==> src/rtl/cntr_cmp_pkg.sv <==
// Shared types and constants for the counter compare/interrupt stage.
package cntr_cmp_pkg;

    typedef enum logic [1:0] {
        IDLE  = 2'b00,
        ARMED = 2'b01,
        FIRED = 2'b10
    } cntr_cmp_state_t;

    localparam logic MODE_ONESHOT  = 1'b0;
    localparam logic MODE_PERIODIC = 1'b1;

endpackage

==> src/rtl/cntr_compare.sv <==
// Compare stage: raises a 1-cycle match pulse and a sticky irq when the counter equals a loaded value.
// Optional missed-ack overflow flag enabled by defining CNTR_CMP_OVF_EN.
module cntr_compare
    import cntr_cmp_pkg::*;
#(
    parameter int COUNTER_WIDTH = 8
) (
    input  logic                     clk,
    input  logic                     rst_n,
    input  logic [COUNTER_WIDTH-1:0] cntr_i,
    input  logic                     cmp_valid_i,
    output logic                     cmp_ready_o,
    input  logic [COUNTER_WIDTH-1:0] cmp_data_i,
    input  logic                     mode_i,
    input  logic                     disarm_i,
    input  logic                     irq_ack_i,
    output logic                     match_o,
    output logic                     irq_o,
    output logic                     armed_o,
    output logic                     ovf_o
);

    cntr_cmp_state_t          state_q, state_d;
    logic [COUNTER_WIDTH-1:0] cmp_q, cmp_d;
    logic                     mode_q, mode_d;
    logic                     lock_q, lock_d;
    logic                     match_q;
    logic                     irq_q, irq_d;
    logic                     handshake;
    logic                     equal;
    logic                     hit;

    assign cmp_ready_o = (state_q != ARMED);
    assign handshake   = cmp_valid_i & cmp_ready_o;
    assign equal       = (cntr_i == cmp_q);
    assign hit         = (state_q == ARMED) & equal & ~lock_q;

    // lock suppresses repeat hits in periodic mode until the counter moves off the compare value
    always_comb begin
        state_d = state_q;
        cmp_d   = cmp_q;
        mode_d  = mode_q;
        lock_d  = lock_q;
        case (state_q)
            ARMED: begin
                if (hit && mode_q == MODE_PERIODIC) begin
                    lock_d = 1'b1;
                end else if (!equal) begin
                    lock_d = 1'b0;
                end
                if (disarm_i) begin
                    state_d = IDLE;
                end else if (hit && mode_q == MODE_ONESHOT) begin
                    state_d = FIRED;
                end
            end
            default: begin
                if (handshake) begin
                    state_d = ARMED;
                    cmp_d   = cmp_data_i;
                    mode_d  = mode_i;
                    lock_d  = 1'b0;
                end
            end
        endcase
        irq_d = irq_q;
        if (hit) begin
            irq_d = 1'b1;
        end else if (irq_ack_i) begin
            irq_d = 1'b0;
        end
    end

    always_ff @(posedge clk or negedge rst_n) begin
        if (!rst_n) begin
            state_q <= IDLE;
            cmp_q   <= '0;
            mode_q  <= MODE_ONESHOT;
            lock_q  <= 1'b0;
            match_q <= 1'b0;
            irq_q   <= 1'b0;
        end else begin
            state_q <= state_d;
            cmp_q   <= cmp_d;
            mode_q  <= mode_d;
            lock_q  <= lock_d;
            match_q <= hit;
            irq_q   <= irq_d;
        end
    end

    assign match_o = match_q;
    assign irq_o   = irq_q;
    assign armed_o = (state_q == ARMED);

`ifdef CNTR_CMP_OVF_EN
    logic ovf_q, ovf_d;

    // A hit landing on an unacknowledged irq means software missed an event
    always_comb begin
        ovf_d = ovf_q;
        if (hit && irq_q && !irq_ack_i) begin
            ovf_d = 1'b1;
        end else if (irq_ack_i) begin
            ovf_d = 1'b0;
        end
    end

    always_ff @(posedge clk or negedge rst_n) begin
        if (!rst_n) begin
            ovf_q <= 1'b0;
        end else begin
            ovf_q <= ovf_d;
        end
    end

    assign ovf_o = ovf_q;
`else
    assign ovf_o = 1'b0;
`endif

endmodule

==> config.mk <==
export PLATFORM = sky130hd
export DESIGN_NAME = cntr_compare
export DESIGN_NICKNAME = d
export VERILOG_FILES = /design/src/rtl/cntr_cmp_pkg.sv /design/src/rtl/cntr_compare.sv
export SDC_FILE = /design/constraint.sdc
export NUM_CORES = 1
export LEC_CHECK = 0
export ABC_AREA = 1
export BUFFER_PORTS_ARGS = -buffer_cell sky130_fd_sc_hd__buf_2
export CORE_MARGIN = 10
export CORE_UTILIZATION = 47
export DETAILED_ROUTE_END_ITERATION = 10
export GPL_ROUTABILITY_DRIVEN = 0
export HOLD_SLACK_MARGIN = 0.05
export PLACE_DENSITY_LB_ADDON = 0.15
export REMOVE_ABC_BUFFERS = 1
export SLEW_MARGIN = 20
export SYNTH_ARGS = -nofsm -noshare
export SYNTH_HDL_FRONTEND = slang
export SYNTH_SLANG_ARGS = --single-unit
==> constraint.sdc <==
create_clock -name clk -period 1.6 [get_ports clk]
set_clock_uncertainty 0.2 [all_clocks]
set_input_delay 0.32 -clock clk [delete_from_list [all_inputs] [get_ports clk]]
set_output_delay 0.32 -clock clk [all_outputs]
set_load 0.02 [all_outputs]
Word-level counts from Yosys, hierarchy flattened
Cells that the tools add are included.
{"block": "word_totals", "register_bits": 14}
{"block": "classes", "eq_ne": 5, "muxes": 10, "bitwise_logic": 6, "reduce_logical": 7}
{"operator": "equality test 8 bit", "n": 1}
{"operator": "two-way mux 2 bit", "n": 4}
{"operator": "two-way mux 1 bit", "n": 6}
{"operator": "inequality test 3 x 2 -> 1 bit (second input constant)", "n": 2}
{"operator": "AND reduction 2 bit", "n": 3}
{"operator": "nonzero test 2 bit", "n": 2}
{"operator": "AND 1 bit", "n": 3}
{"operator": "inverter 1 bit", "n": 3}
{"operator": "equality test 2 x 1 -> 1 bit (second input constant)", "n": 1}
{"operator": "logical AND 1 bit", "n": 2}
{"operator": "inequality test 2 x 1 -> 1 bit (second input constant)", "n": 1}

Depth between registers and ports, before layout
{"block": "depth", "ltp_word": 7, "depth_mapped": 11}

Worst setup path before layout
No wires, ideal clock.
{"block": "synth_path", "path_kind": "register to register", "start": "reg state_q[0]", "end": "reg lock_q", "setup_ns": 0.121, "arrival_ns": 1.160, "slack_ns": 0.119, "path_stages_with_launch": 6, "path_buffers": 0, "synth_period_minus_slack_ns": 1.481, "path_cell_list": "dfrtp_1 -> nand2_2 -> inv_1 -> or2_2 -> a21oi_1 -> a21oi_1"}
{"item": "start: declaration", "line": "cntr_compare.sv:23", "text": "cntr_cmp_state_t state_q, state_d;"}
{"item": "start signal: assignment", "line": "cntr_compare.sv:83", "text": "state_q <= state_d;"}
{"item": "inequality test 2 x 1 -> 1 bit", "line": "cntr_compare.sv:33", "text": "assign cmp_ready_o = (state_q != ARMED);"}
{"item": "named net cmp_ready_o", "line": "cntr_compare.sv:12", "text": "output logic cmp_ready_o,"}
{"item": "AND 1 bit", "line": "cntr_compare.sv:34", "text": "assign handshake = cmp_valid_i & cmp_ready_o;"}
{"item": "nonzero test 2 bit (no source line)"}
{"item": "AND reduction 2 bit (no source line)"}
{"item": "end signal: assignment", "line": "cntr_compare.sv:86", "text": "lock_q <= lock_d;"}
{"item": "end: declaration", "line": "cntr_compare.sv:26", "text": "logic lock_q, lock_d;"}
The timed path passes the listed nets, and every way through them passes these cells.
A chain may end at the register's enable or synchronous reset.

Worst setup path in the final report
{"block": "layout_path", "start": "reg state_q[1]", "end": "out armed_o"}
{"block": "layout_between", "elab_chain_cells": 1}
{"item": "equality test 2 x 1 -> 1 bit", "line": "cntr_compare.sv:94", "text": "assign armed_o = (state_q == ARMED);"}
{"item": "end: declaration", "line": "cntr_compare.sv:19", "text": "output logic armed_o,"}
No other way between the ends.

==> results.md <==
Critical path:
- The cell that appears most often on the critical path is sky130_fd_sc_hd__inv_1.
- The worst setup slack for register-to-register paths is 80 ps.
- For the worst flop-to-flop path, the logic depth is 10.
- The cell class contributing the biggest share of worst-path delay is flip-flops.
- The endpoint of the most critical setup path is armed_o.
- The critical path goes through inv_1, nand2_2, inv_1, buf_4.
- The data required time at the worst endpoint is 1080 ps.
- Data arrives at the worst endpoint at 1050 ps.
- The worst setup path category is flop to output pin.
- STA classifies the critical path startpoint as a flop.
- The startpoint identified for the worst register-to-register timing path is state_q[1].
- The number of gates on the worst path with buffers counted is 4.
- On the critical path, the stage with the largest delay is an instance of sky130_fd_sc_hd__dfrtp_1.
- Counting both buffers and inverters, the worst setup path holds a total of 3.
- The maximum fanout along the worst path is 6.
- STA classifies the critical path endpoint as an output pin.
- In this run the worst setup path begins at state_q[1].
- In this design, the stage delay of the slowest critical-path cell is 400 ps.
- The worst flop-to-flop path endpoint is state_q[0].

CTS:
- The maximum count of clock buffers along a single path is 2.
- The buffer type at the clock tree root is sky130_fd_sc_hd__clkbuf_4.
- The clock drives 14 sinks.
- TritonCTS built the clock tree.
- TritonCTS created 3 clock buffers.
- The clock insertion delay at the later pin of the skew report is 270 ps.
- CTS built an H-tree with a depth of 1.
- Clock-pin slew was measured on the worst setup and hold paths at 80 ps.

Route:
- The routed wire length is 1847 um.
- The total via count after detailed routing is 739.
- The detailed router finished its first iteration with 13 violations.
- After detailed routing, the number of remaining DRC violations is 0.
- The iteration count of the initial detailed-routing pass is 4.
- The wire length per cell is 12.07 um.
- Dividing the detail-routed via count by the number of cells gives 4.830.
- The post-route antenna net violation count is 0.

Global routing:
- The busiest layer in global routing is met2.
- After global routing the overflow that remains totals 0.
- For this run, global-route usage on met2 was measured as 0.1779.
- The met1 track demand over resource is 0.1181.
- Entering global routing, the biggest net connects 15 pins.
- The initial antenna violation count is 0.
- In the global route stage, overall resource usage came out at 0.1073.
- The met3 routing resource usage after global routing is 0.04025.
- The first-pass GRT wire length is 2994 um.
- The via count of the first global-routing pass is 727.

Yosys:
- For this run, the number of Yosys warnings is 0.
- After synthesis, the share of flip-flops with an asynchronous set or reset is 1.000.
- In the synthesized netlist, the number of instances is 105.
- For this run, the register share of the synthesized area comes to 0.4636.
- For this run, the leading register cell type out of synthesis is sky130_fd_sc_hd__dfrtp_1.
- In this run, synthesis produced a sequential element count of 14.
- The largest area contributor in the synthesized netlist is sky130_fd_sc_hd__dfrtp_1.
- The post-synthesis area per instance is 7.197 um^2.
- The share of the synthesized area in the top cell type is 0.4636.
- Ranked by total cell area, the synthesized netlist is headed by sky130_fd_sc_hd__dfrtp_1 46%, sky130_fd_sc_hd__nand2_1 15%, sky130_fd_sc_hd__inv_1 8.9%.
- Summing every instance area after synthesis gives 755.7 um^2.
- In this run, synthesis inferred 0 flip-flops with an integrated enable.
- The netlist uses 18 different library cells.

Hold path:
- The type of the most critical hold path is input port to flop.

Final layout:
- The final layout contains 161 nets.
- Leaving out fill and tap cells, the most frequent cell in the layout is sky130_fd_sc_hd__nand2_1.
- Of the cells placed in the final design, the portion with a size suffix greater than 1 is 0.3066.
- Compared with the post-synthesis result, the final layout area differs by 28.15%.
- Once layout is complete, the utilization of the core stands at 0.6429.
- In the layout the commonest cells are 28 x sky130_fd_sc_hd__nand2_1, 24 x sky130_fd_sc_hd__buf_2, 17 x sky130_fd_sc_hd__inv_1.
- The number of diodes added for antenna fixing is 0.

Floorplanning:
- The die outline width is 60.10 um.
- The initial core utilization is 0.5017.
- The die area is 3612 um^2.
- For this design the top-level I/O count stands at 27.
- The core region is 1506 um^2.
- The floorplan has 14 rows.
- The vertical die dimension is 60.10 um.

Place:
- The count of port buffers added during placement is 25.
- The HPWL after detailed placement is 1519 um.

STA:
- The worst path in the final design needs a cycle of 1568 ps, including I/O delays and setup.
- The count of pins over their slew limit came to 0.
- The final worst hold slack is 74.88 ps.
- The number of endpoints with negative hold slack in the final report is 0.
- The highest clock frequency the design can meet is 0.6379 GHz.
- Setup repair after global routing could not meet its margin everywhere.
- The total setup violations reported at the end of the flow is 0.
- In the finished design, the share of the clock period the worst path needs comes to 0.9798.

Pwr:
- The power density of the placed cells is 1546 nW/um^2.
- The worst supply voltage drop on vdd is 0.7762 mV.
- In this run the static leakage power is 0.5662 nW.

Run status:
- The run finished with clean final reports.

Run:
- The tool flagged a number of max-cap violations equal to 0.
how the worst min path moves through the flow:
stage,endpoint,cells past startpoint,start,slack (ps)
finish,cmp_q[4],2,cmp_data_i[4],70
global route,cmp_q[2],2,cmp_data_i[2],70
CTS,cmp_q[4],2,cmp_data_i[4],70
detailed placement,cmp_q[2],1,rst_n,30
global placement,cmp_q[2],1,rst_n,30
floorplan,cmp_q[0],0,rst_n,-180
worst reg2reg max path, stage by stage (launching register included):
cell and delay [ps]:
sky130_fd_sc_hd__dfrtp_1 400, sky130_fd_sc_hd__inv_1 70, sky130_fd_sc_hd__nand2_2 80, sky130_fd_sc_hd__nor2_1 110, sky130_fd_sc_hd__nand3_1 100, sky130_fd_sc_hd__nor2_2 110, sky130_fd_sc_hd__nand4_1 90, sky130_fd_sc_hd__nand2_1 90
sky130_fd_sc_hd__nand2_1 70, sky130_fd_sc_hd__nand2_1 60, sky130_fd_sc_hd__nand2_1 40
synthesized netlist by cell type, types with 2 or more instances:
cell / number
sky130_fd_sc_hd__nand3_1: 2
sky130_fd_sc_hd__nand4_1: 3
sky130_fd_sc_hd__nand2_1: 30
sky130_fd_sc_hd__inv_1: 18
sky130_fd_sc_hd__or2_2: 3
sky130_fd_sc_hd__a21oi_1: 10
sky130_fd_sc_hd__mux2_2: 2
sky130_fd_sc_hd__nor2_1: 14
sky130_fd_sc_hd__dfrtp_1: 14
timing repair:
item,4_1_cts,5_1_grt
hold buffers,2,0
hold endpoints to repair,15,0
setup endpoints to repair,0,3
resized for setup,0,4
buffers inserted,0,2
stage by stage:
| stage | worst slack [ps] | total power, mW | setup TNS, ps | std cells | cell area, um^2 |
|---|---|---|---|---|---|
| floorplan | 31.88 | 1.060 | 0 | 103 | 743.2 |
| global placement | 133.4 | 1.242 | 0 | 146 | 903.4 |
| detailed placement | 116.1 | 1.274 | 0 | 146 | 903.4 |
| CTS | 15.38 | 1.475 | 0 | 151 | 945.9 |
| global route | -28.01 | 1.647 | -35.17 | 153 | 968.4 |
| finish | 32.37 | 1.497 | 0 | 153 | 968.4 |
per-layer routing:
layer,up-vias,part of all wire,wire [um]
li1,388,-,-
met1,324,0.42,768
met2,25,0.49,904
met3,2,0.086,158
met4,0,0.0092,17
met5,-,0,0
state kept, by name, indices dropped and copies added, names as in the netlist:
name and cells:
cmp_q 8, irq_o 1, lock_q 1, match_o 1
mode_q 1, state_q 2
layout make-up:
class / instances / area (um^2)
Fill cell: 144 / 538.0
Tap cell: 16 / 20.02
Sequential cell: 14 / 350.3
Clock buffer: 3 / 22.52
Multi-Input combinational cell: 71 / 330.3
Inverter: 18 / 67.56
Timing Repair Buffer: 31 / 177.7
power by group:
group / internal [mW] / leakage [nW] / switching, mW
sequential: 0.502 / 0.166 / 0.0856
combinational: 0.289 / 0.386 / 0.425
clock: 0.0872 / 0.0138 / 0.108
cell families after synthesis:
kind of cell,after synthesis,share of synthesized area
AND/OR/NAND/NOR,57,0.3212
buffers and inverters,20,0.1060
flip-flops,14,0.4636
AO/OA/AOI/OAI,11,0.07451
multiplexers,2,0.02980
other,1,0.004962
Power figures use the tool's default switching activity.
